**config.mk**
```make
export PLATFORM = sky130hd
export DESIGN_NAME = stamofu_req_tlb_stage
export DESIGN_NICKNAME = d
export VERILOG_FILES = /design/src/rtl/stamofu_req_tlb_stage_pkg.sv /design/src/rtl/stamofu_req_tlb_stage_fifo.sv /design/src/rtl/stamofu_req_tlb_stage.sv
export SDC_FILE = /design/constraint.sdc
export NUM_CORES = 1
export LEC_CHECK = 0
export CORE_MARGIN = 4
export CORE_UTILIZATION = 35
export DETAILED_ROUTE_END_ITERATION = 6
export PLACE_DENSITY = 0.67
export SLEW_MARGIN = 20
export SYNTH_ARGS = -nofsm -noshare
export SYNTH_HDL_FRONTEND = slang
export SYNTH_SLANG_ARGS = --single-unit
```
**constraint.sdc**
```tcl
create_clock -name CLK -period 5.75 [get_ports CLK]
set_input_delay 0.8625 -clock CLK [delete_from_list [all_inputs] [get_ports CLK]]
set_output_delay 0.8625 -clock CLK [all_outputs]
set_load 0.03 [all_outputs]
```
**src/rtl/stamofu_req_tlb_stage_pkg.sv**
```systemverilog
// Shared core types for the stamofu REQ/dTLB stage.
// Holds the address/index widths, the buffered request entry type,
// the RISC-V store exception cause codes and the stage FSM encoding.
package core_types_pkg;

    localparam int VPN_WIDTH              = 20;
    localparam int PPN_WIDTH              = 22;
    localparam int PO_WIDTH               = 12;
    localparam int LOG_STAMOFU_CQ_ENTRIES = 3;

    localparam logic [3:0] STORE_MISALIGNED   = 4'd6;
    localparam logic [3:0] STORE_ACCESS_FAULT = 4'd7;
    localparam logic [3:0] STORE_PAGE_FAULT   = 4'd15;

    typedef struct packed {
        logic                              is_mq;
        logic                              misaligned;
        logic                              misaligned_exception;
        logic [VPN_WIDTH-1:0]              VPN;
        logic [PO_WIDTH-3:0]               PO_word;
        logic [3:0]                        byte_mask;
        logic [31:0]                       write_data;
        logic [LOG_STAMOFU_CQ_ENTRIES-1:0] cq_index;
    } stamofu_req_entry_t;

    typedef enum logic [1:0] {
        S_IDLE,
        S_TLB_REQ,
        S_TLB_WAIT,
        S_UPDATE
    } stamofu_tlb_state_t;

endpackage

```
**src/rtl/stamofu_req_tlb_stage_fifo.sv**
```systemverilog
// stamofu_req_fifo: small circular buffer of stamofu request entries.
// Ports:
//   i_clk, i_rst      clock, async active-high reset (pointers/count only)
//   i_push, i_entry   enqueue (ignored when full)
//   i_pop             dequeue (ignored when empty)
//   o_head, o_next    entry at head and the one behind it
//   o_full, o_empty   status from the registered count
//   o_count           number of valid entries
module stamofu_req_fifo
    import core_types_pkg::*;
#(
    parameter int DEPTH     = 2,
    parameter int LOG_DEPTH = $clog2(DEPTH)
) (
    input  logic                 i_clk,
    input  logic                 i_rst,
    input  logic                 i_push,
    input  stamofu_req_entry_t   i_entry,
    input  logic                 i_pop,
    output stamofu_req_entry_t   o_head,
    output stamofu_req_entry_t   o_next,
    output logic                 o_full,
    output logic                 o_empty,
    output logic [LOG_DEPTH:0]   o_count
);

    stamofu_req_entry_t     r_mem [DEPTH];
    logic [LOG_DEPTH-1:0]   r_head;
    logic [LOG_DEPTH-1:0]   r_tail;
    logic [LOG_DEPTH:0]     r_count;
    logic [LOG_DEPTH-1:0]   w_next_ptr;
    logic                   w_push;
    logic                   w_pop;

    assign o_full     = (r_count == (LOG_DEPTH+1)'(DEPTH));
    assign o_empty    = (r_count == '0);
    assign o_count    = r_count;
    assign w_push     = i_push & ~o_full;
    assign w_pop      = i_pop & ~o_empty;
    // Power-of-2 depth: pointers wrap by natural overflow.
    assign w_next_ptr = r_head + 1'b1;
    assign o_head     = r_mem[r_head];
    assign o_next     = r_mem[w_next_ptr];

    // Payload storage needs no reset; validity lives in r_count.
    always_ff @(posedge i_clk) begin
        if (w_push) r_mem[r_tail] <= i_entry;
    end

    always_ff @(posedge i_clk or posedge i_rst) begin
        if (i_rst) begin
            r_head  <= '0;
            r_tail  <= '0;
            r_count <= '0;
        end else begin
            if (w_push) r_tail <= r_tail + 1'b1;
            if (w_pop)  r_head <= w_next_ptr;
            case ({w_push, w_pop})
                2'b10:   r_count <= r_count + 1'b1;
                2'b01:   r_count <= r_count - 1'b1;
                default: r_count <= r_count;
            endcase
        end
    end

endmodule

```
**src/rtl/stamofu_req_tlb_stage.sv**
```systemverilog
// stamofu_req_tlb_stage: consumer of the stamofu REQ interface.
// Buffers store/AMO/fence requests and translates the head entry through
// the dTLB, one at a time, then reports PA or exception to the CQ or MQ.
// Ports:
//   CLK, RST                 clock, async active-high reset
//   REQ_*                    incoming request, REQ_ack = buffer not full
//   dtlb_req_*               translation request (valid/ready, VPN)
//   dtlb_resp_*              translation result (PPN, page/access fault)
//   update_*                 result to CQ/MQ (valid/ready, held while stalled)
module stamofu_req_tlb_stage
    import core_types_pkg::*;
#(
    parameter int FIFO_DEPTH     = 2,
    parameter int LOG_FIFO_DEPTH = $clog2(FIFO_DEPTH)
) (
    input  logic                              CLK,
    input  logic                              RST,

    input  logic                              REQ_valid,
    input  logic                              REQ_is_mq,
    input  logic                              REQ_misaligned,
    input  logic                              REQ_misaligned_exception,
    input  logic [VPN_WIDTH-1:0]              REQ_VPN,
    input  logic [PO_WIDTH-3:0]               REQ_PO_word,
    input  logic [3:0]                        REQ_byte_mask,
    input  logic [31:0]                       REQ_write_data,
    input  logic [LOG_STAMOFU_CQ_ENTRIES-1:0] REQ_cq_index,
    output logic                              REQ_ack,

    output logic                              dtlb_req_valid,
    output logic [VPN_WIDTH-1:0]              dtlb_req_VPN,
    input  logic                              dtlb_req_ready,

    input  logic                              dtlb_resp_valid,
    input  logic [PPN_WIDTH-1:0]              dtlb_resp_PPN,
    input  logic                              dtlb_resp_page_fault,
    input  logic                              dtlb_resp_access_fault,

    output logic                              update_valid,
    output logic                              update_is_mq,
    output logic [LOG_STAMOFU_CQ_ENTRIES-1:0] update_cq_index,
    output logic [PPN_WIDTH-1:0]              update_PPN,
    output logic [PO_WIDTH-3:0]               update_PO_word,
    output logic [3:0]                        update_byte_mask,
    output logic                              update_misaligned,
    output logic [31:0]                       update_write_data,
    output logic                              update_exception,
    output logic [3:0]                        update_exception_code,
    input  logic                              update_ready
);

    stamofu_tlb_state_t         r_state;
    stamofu_tlb_state_t         w_state_nxt;

    stamofu_req_entry_t         w_req_entry;
    stamofu_req_entry_t         w_head;
    stamofu_req_entry_t         w_next;
    logic                       w_full;
    logic                       w_empty;
    logic [LOG_FIFO_DEPTH:0]    w_count;
    logic                       w_push;
    logic                       w_pop;

    logic                       w_dtlb_req;
    logic                       w_upd;
    logic                       w_ld_misalign;
    logic                       w_ld_resp;

    logic [PPN_WIDTH-1:0]       r_res_ppn;
    logic                       r_res_exc;
    logic [3:0]                 r_res_code;

    // ---------------- request buffer ----------------
    assign w_req_entry = '{
        is_mq:                REQ_is_mq,
        misaligned:           REQ_misaligned,
        misaligned_exception: REQ_misaligned_exception,
        VPN:                  REQ_VPN,
        PO_word:              REQ_PO_word,
        byte_mask:            REQ_byte_mask,
        write_data:           REQ_write_data,
        cq_index:             REQ_cq_index
    };

    // Ack comes only from the registered count, so a full buffer never
    // accepts even when the head pops in the same cycle.
    assign REQ_ack = ~w_full;
    assign w_push  = REQ_valid & REQ_ack;

    stamofu_req_fifo #(
        .DEPTH     (FIFO_DEPTH),
        .LOG_DEPTH (LOG_FIFO_DEPTH)
    ) u_fifo (
        .i_clk   (CLK),
        .i_rst   (RST),
        .i_push  (w_push),
        .i_entry (w_req_entry),
        .i_pop   (w_pop),
        .o_head  (w_head),
        .o_next  (w_next),
        .o_full  (w_full),
        .o_empty (w_empty),
        .o_count (w_count)
    );

    // ---------------- FSM ----------------
    always_ff @(posedge CLK or posedge RST) begin
        if (RST) r_state <= S_IDLE;
        else     r_state <= w_state_nxt;
    end

    // IDLE with a non-exception head issues the dTLB request directly, so a
    // request enqueued into an empty buffer is presented to the dTLB on the
    // following cycle. TLB_REQ is the holding state when the dTLB stalls or
    // when the next entry is picked up straight out of UPDATE.
    always_comb begin
        w_state_nxt   = r_state;
        w_dtlb_req    = 1'b0;
        w_pop         = 1'b0;
        w_ld_misalign = 1'b0;
        w_ld_resp     = 1'b0;
        case (r_state)
            S_IDLE: begin
                if (!w_empty) begin
                    if (w_head.misaligned_exception) begin
                        w_ld_misalign = 1'b1;
                        w_state_nxt   = S_UPDATE;
                    end else begin
                        w_dtlb_req  = 1'b1;
                        w_state_nxt = dtlb_req_ready ? S_TLB_WAIT : S_TLB_REQ;
                    end
                end
            end
            S_TLB_REQ: begin
                w_dtlb_req = 1'b1;
                if (dtlb_req_ready) w_state_nxt = S_TLB_WAIT;
            end
            S_TLB_WAIT: begin
                if (dtlb_resp_valid) begin
                    w_ld_resp   = 1'b1;
                    w_state_nxt = S_UPDATE;
                end
            end
            S_UPDATE: begin
                if (update_ready) begin
                    w_pop = 1'b1;
                    // Look past the popping head; a same-cycle push is not
                    // visible yet and will be picked up from IDLE.
                    if (w_count > (LOG_FIFO_DEPTH+1)'(1)) begin
                        if (w_next.misaligned_exception) begin
                            w_ld_misalign = 1'b1;
                            w_state_nxt   = S_UPDATE;
                        end else begin
                            w_state_nxt   = S_TLB_REQ;
                        end
                    end else begin
                        w_state_nxt = S_IDLE;
                    end
                end
            end
            default: w_state_nxt = S_IDLE;
        endcase
    end

    // ---------------- head result ----------------
    always_ff @(posedge CLK or posedge RST) begin
        if (RST) begin
            r_res_ppn  <= '0;
            r_res_exc  <= 1'b0;
            r_res_code <= '0;
        end else if (w_ld_misalign) begin
            r_res_ppn  <= '0;
            r_res_exc  <= 1'b1;
            r_res_code <= STORE_MISALIGNED;
        end else if (w_ld_resp) begin
            // Page fault outranks access fault when both are reported.
            if (dtlb_resp_page_fault) begin
                r_res_ppn  <= '0;
                r_res_exc  <= 1'b1;
                r_res_code <= STORE_PAGE_FAULT;
            end else if (dtlb_resp_access_fault) begin
                r_res_ppn  <= '0;
                r_res_exc  <= 1'b1;
                r_res_code <= STORE_ACCESS_FAULT;
            end else begin
                r_res_ppn  <= dtlb_resp_PPN;
                r_res_exc  <= 1'b0;
                r_res_code <= '0;
            end
        end
    end

    // ---------------- outputs ----------------
    // Data outputs are gated by state so they read zero whenever the
    // handshake is idle, including the cycle RST rises.
    assign w_upd = (r_state == S_UPDATE);

    assign dtlb_req_valid        = w_dtlb_req;
    assign dtlb_req_VPN          = w_dtlb_req ? w_head.VPN : '0;

    assign update_valid          = w_upd;
    assign update_is_mq          = w_upd ? w_head.is_mq      : 1'b0;
    assign update_cq_index       = w_upd ? w_head.cq_index   : '0;
    assign update_PPN            = w_upd ? r_res_ppn         : '0;
    assign update_PO_word        = w_upd ? w_head.PO_word    : '0;
    assign update_byte_mask      = w_upd ? w_head.byte_mask  : '0;
    assign update_misaligned     = w_upd ? w_head.misaligned : 1'b0;
    assign update_write_data     = w_upd ? w_head.write_data : '0;
    assign update_exception      = w_upd ? r_res_exc         : 1'b0;
    assign update_exception_code = w_upd ? r_res_code        : '0;

endmodule

```
### After elaboration in Yosys (flattened, before gate mapping)

Memory sizes are Yosys's and may differ from the RTL's.
Cells that the tools add are included.

| cells by class | value |
|---|---|
| $add $sub $neg | 4 |
| magnitude comparators | 1 |
| equal/unequal tests | 10 |
| muxes and demuxes | 47 |
| bitwise logic cells | 5 |
| reduce and logical (&&, ||, !) cells | 5 |

Operators with widths:

| kind | count |
|---|---|
| $mux W22 | 5 |
| $mux W32 | 1 |
| $mux W1 | 20 |
| $mux W20 | 1 |
| $mux W4 | 5 |
| $mux W2 | 8 |
| $mux W10 | 1 |
| $eq A2 B2 Y1 const B | 4 |
| $ne A2 B2 Y1 const B | 4 |
| $pmux W2 S4 | 1 |
| $mux W3 | 2 |
| $eq A2 B1 Y1 const B | 2 |
| $logic_not A2 Y1 | 2 |
| $pmux W1 S2 | 2 |
| $pmux W2 S2 | 1 |
| $reduce_and A4 Y1 | 1 |
| $reduce_bool A2 Y1 | 2 |
| $and A1 B1 Y1 | 3 |
| $add A1 B1 Y1 const B | 2 |
| $add A2 B1 Y2 const B | 1 |
| $gt A2 B1 Y1 const B | 1 |
| $not A1 Y1 | 2 |
| $sub A2 B1 Y2 const B | 1 |

| storage, ports and cells | value |
|---|---|
| register bits | 33 |
| bits in writable memories | 144 |
| input port bits | 102 |
| output and inout port bits | 101 |
| memories | 1 |

Memory list:

| name | words | width | read ports | clocked after memory_dff | write ports | line | source |
|---|---|---|---|---|---|---|---|
| u_fifo.r_mem | 2 | 72 | 2 | 0 | 1 | stamofu_req_tlb_stage_fifo.sv:27 | `stamofu_req_entry_t r_mem [DEPTH];` |

### Logic depth before layout (Yosys ltp)

An unclocked memory read counts as a cell.

| depth | value |
|---|---|
| word-level depth | 7 |
| gate-level depth with buffers | 7 |
| depth with buffers taken out | 7 |

### Hierarchy

A second synthesis with hierarchy kept.

| second synthesis, totals | value |
|---|---|
| cell total of the unflattened synthesis | 552 |
| area total of the unflattened synthesis | 8573.2 sq um |

By module, submodules not included:

| module | times used | cells each | area each (sq um) | sequential area each (sq um) |
|---|---|---|---|---|
| stamofu_req_fifo | 1 | 323 | 6454.9 | 4424.2 |
| stamofu_req_tlb_stage | 1 | 229 | 2118.3 | 700.7 |

### Worst setup path after synthesis

Ideal clock, no wire load.

| timing | value |
|---|---|
| path kind | register -> register |
| from | register u_fifo.r_count[0] (netlist: u_fifo.o_count[0]) |
| to | memory u_fifo.r_mem[0][0] (netlist bit), enable pin |
| library setup time | 0.503 ns |
| data arrival time | 4.018 ns |
| required time | 5.247 ns |
| path slack | 1.229 ns |
| cell stages (with the launch flop) | 6 |
| path buffers | 0 |
| period minus slack after synthesis | 4.521 ns |
| cell sequence | dfrtp_1 -> inv_1 -> ha_1 -> inv_1 -> nand2_1 -> nor2_1 |

| between the ends | value |
|---|---|
| cells in the longest elaborated chain, start to end | 6 |

RTL lines:

| what | line | source |
|---|---|---|
| start: declaration | stamofu_req_tlb_stage_fifo.sv:30 | `logic [LOG_DEPTH:0] r_count;` |
| start signal: assignment | stamofu_req_tlb_stage_fifo.sv:59 | `2'b10: r_count <= r_count + 1'b1;` |
| start signal: assignment | stamofu_req_tlb_stage_fifo.sv:60 | `2'b01: r_count <= r_count - 1'b1;` |
| start signal: assignment | stamofu_req_tlb_stage_fifo.sv:61 | `default: r_count <= r_count;` |
| $eq A2 B2 Y1 (*) | stamofu_req_tlb_stage_fifo.sv:35 | `assign o_full = (r_count == (LOG_DEPTH+1)'(DEPTH));` |
| $not A1 Y1 (*) | stamofu_req_tlb_stage.sv:87 | `assign REQ_ack = ~w_full;` |
| named net REQ_ack | stamofu_req_tlb_stage.sv:28 | `output logic REQ_ack,` |
| $and A1 B1 Y1 | stamofu_req_tlb_stage.sv:88 | `assign w_push = REQ_valid & REQ_ack;` |
| $and A1 B1 Y1 (*) | stamofu_req_tlb_stage_fifo.sv:38 | `assign w_push = i_push & ~o_full;` |
| $mux W1 (*) | stamofu_req_tlb_stage_fifo.sv:47 | `if (w_push) r_mem[r_tail] <= i_entry;` |
| $mux W1 (not written as such) (*) | stamofu_req_tlb_stage_fifo.sv:47 |  |
| end: declaration | stamofu_req_tlb_stage_fifo.sv:27 |  |

The timed path passes the listed nets; every way through them passes the cells marked *.

### Worst setup path in the final report

| timing | value |
|---|---|
| from | register u_fifo.r_head |
| to | output dtlb_req_VPN[17] |

| between the ends | value |
|---|---|
| cells in the longest elaborated chain, start to end | 5 |

RTL lines:

| what | line | source |
|---|---|---|
| start: declaration | stamofu_req_tlb_stage_fifo.sv:28 | `logic [LOG_DEPTH-1:0] r_head;` |
| start signal: assignment | stamofu_req_tlb_stage_fifo.sv:57 | `if (w_pop) r_head <= w_next_ptr;` |
| $mem_v2 Z2 W72 (*) | - |  |
| $mux W1 | stamofu_req_tlb_stage.sv:125 | `if (w_head.misaligned_exception) begin` |
| $mux W1 | stamofu_req_tlb_stage.sv:124 | `if (!w_empty) begin` |
| $pmux W1 S2 | stamofu_req_tlb_stage.sv:122 | `case (r_state)` |
| $mux W20 (*) | stamofu_req_tlb_stage.sv:199 | `assign dtlb_req_VPN = w_dtlb_req ? w_head.VPN : '0;` |
| end: declaration | stamofu_req_tlb_stage.sv:31 | `output logic [VPN_WIDTH-1:0] dtlb_req_VPN,` |

Mark *: on every way between the ends. The rest lies on a longest branch, timed or not.

==> reports/results.txt <==
Starting density of the core -> 35.9%
# diodes -> 0
Clk sink count -> 176
Required time of the critical path -> 4.89 ns
GRT overflow -> 0
Lkg Pwr -> 0.00385 µW
Clk pin slew, worst setup/hold paths -> 0.07 ns
Fillers -> 1,768
Avg Cell Area, Syn -> 15.5 µm²
CP startpoint kind -> register
Core Region -> 20,500 µm²
Largest family of logic cells by synthesized area -> simple AND/OR/NAND/NOR gates
Die area -> 23,400 µm²
Sequential area share after synthesis -> 69.6%
Reg2reg setup slack -> 3.02 ns
Worst IR drop on VDD -> 265 µV
Critical path type -> register to output port
Worst Skew -> 0.00825 ns
Slew Limit Fails -> 0
Setup violators final -> 0
Final min period -> 3.93 ns
Relative slew slack -> 30.1%
Pwr Density -> 507 nW/µm²
Die height -> 153 µm
Setup TNS -> 0 ns
Antenna violations before repair -> 0
Pre-Repair DR Iteration Count -> 6
Syn Nets -> 584
Least-Margin Pin Slew -> 1.05 ns
Layout area overhead -> 39.4%
GPL Wtd Cong -> 0.769
GRT Total Usage -> 13.7%
IO Pins -> 203
Setup Buffers After CTS -> 0
Wirelength per Cell -> 16.9 µm
Max Clk Rate -> 255 MHz
DRT iter0 DRCs -> 209
DRT antenna net count -> 0
Flops & latches, synth -> 176
Crit end category -> output port
Hold buffer count at CTS -> 0
Post-Synth Simple-Gate Area -> 12.6%
Post-DP HPWL -> 10,900 µm
Count of different cell masters after synthesis -> 36
CTS tree -> done
Post-synthesis xor/xnor area fraction -> 0.476%
Status -> finished clean
Adder-cell share of the synthesized area -> 1.36%
Worst path arrival time -> 3.07 ns
RSZ-0062 raised after global routing -> false
Routed vias -> 4,426
Pwr Total -> 5210 µW
Synthesis Warnings -> 0
Vias in the first global route -> 4,741
Max-cap viol count -> 0
Proportion of layout cells with a drive suffix above 1 -> 9.64%
Final WL -> 16,100 µm
Post-synthesis mux area share -> 10.4%
Netlist Area Pre-Place -> 7360 µm²
Crit-path max FO -> 38
Worst hold path type -> register to register
Hold Violations, Final -> 0
Row cnt -> 52
Die W -> 153 µm
Drt drc -> 0
Gate count of the mapped netlist -> 474
Vias/cell -> 4.63
Post-CTS sizing -> 0
Cts bufs inserted -> 17
Worst hold slack -> 0.501 ns
H-tree Lvls -> 4
Count of input and output buffers -> 202
Final net count -> 782
Worst-skew pair later-pin latency -> 0.42 ns
Root Buffer -> clkbuf_16
Final period util -> 68.3%
CTS Buffer Depth -> 2
First-pass GRT wire length -> 25,600 µm
Post-synthesis compound-gate area fraction -> 3.06%
Largest net degree at the start of global routing -> 82
## critical path, stage by stage (launching register included)
cell and delay [ns]:
dfrtp_4 0.84, mux2i_1 0.52, a31oi_4 0.34, nor2_1 0.22, clkdlybuf4s50_1 0.72
## cells in the final DEF, fill, tap and decap left out, drive strengths merged, types with 10 or more instances in the layout
cell type / n
a22oi: 22
clkdlybuf4s50: 202
mux2i: 74
nor2b: 54
clkbuf: 18
and2: 27
edfxtp: 144
nor3: 23
inv: 10
nor2: 23
dfrtp: 32
## power breakdown
part           total (µW)  internal, µW  switching, µW
clock                1170           684            482
combinational        2110           894           1220
sequential           1930          1760            170
## through the flow
step | cells | setup WS, ns | cell area (µm²) | utilization [%]
floorplan | 474 | 1.23 | 7360 | -
global placement | 922 | 2.12 | 9650 | 47.1
detailed placement | 923 | 1.99 | 9670 | 47.2
CTS | 955 | 1.51 | 10300 | 50.1
global route | 955 | 1.67 | 10300 | 50.1
finish | 955 | 1.82 | 10300 | 50.1
## synthesized netlist by cell type
library cell,n,area [µm²]
edfxtp_1,144,4320
mux2i_1,74,741
nor2b_1,54,338
dfrtp_1,32,801
and2_1,27,169
nor2_1,23,86.3
a22oi_1,22,165
nor3_2,20,200
buf_2,14,70.1
clkbuf_1,10,37.5
ha_1,8,100
inv_1,8,30.0
nand2_1,4,15.0
a21oi_1,3,15.0
buf_6,3,33.8
nor3_1,3,15.0
xnor2_1,3,26.3
and3_1,2,12.5
buf_4,2,15.0
or3_1,2,12.5
a2111oi_0,1,8.76
a31oi_1,1,6.26
and3b_1,1,8.76
and4b_1,1,10.0
mux2_2,1,11.3
mux2_4,1,15.0
nor3b_1,1,7.51
nor4_1,1,6.26
nor4b_4,1,23.8
nor4bb_1,1,10.0
o21ai_0,1,5.00
o31ai_1,1,7.51
o32ai_1,1,8.76
o41ai_1,1,8.76
or4_4,1,11.3
xor2_1,1,8.76
## cell families after synthesis
group           Yosys count
xor+xnor                  4
compound gates           31
flops                   176
simple gates            142
mux                      76
buf+inv                  37
fa+ha+maj                 8
## worst paths after layout
path	depth (start not counted)	from	end
max in group asynchronous	3	RST	u_fifo.r_head
worst max register to register	6	u_fifo.o_count[0]	u_fifo.r_mem[0][40]
worst max-delay path	4	u_fifo.r_head	dtlb_req_VPN[17]
worst min-delay path	1	u_fifo.o_count[0]	u_fifo.o_count[0]
min in group asynchronous	3	RST	r_res_ppn[4]
worst min register to register	1	u_fifo.o_count[0]	u_fifo.o_count[0]
## per-layer routing
metal	share of wire (%)	global-route usage, %	vias up
li1	-	-	2133
met1	44	17.4	2128
met2	49	22.8	149
met3	5.8	4.27	16
met4	0.98	3.86	0
met5	0	0	-
## sequential cells by signal, indices dropped and copies added, names as in the netlist
name            cells
r_res_ppn          22
u_fifo.r_tail       1
u_fifo.r_head       1
r_res_exc           1
r_res_code          3
u_fifo.r_mem      144
r_state             2
u_fifo.o_count      2
## area by class of cell
| cell class | count | area (µm²) | area share, % |
|---|---|---|---|
| flip-flops and latches | 176 | 5130 | 49.9 |
| clock buffers | 18 | 429 | 4.18 |
| well taps | 270 | 338 | 3.29 |
| inverters | 8 | 30.0 | 0.292 |
| multi-input cells | 261 | 2110 | 20.5 |
| repair buffers | 208 | 2070 | 20.2 |
| clock inverters | 14 | 165 | 1.61 |
No activity file was read; power rests on OpenSTA's default activity.
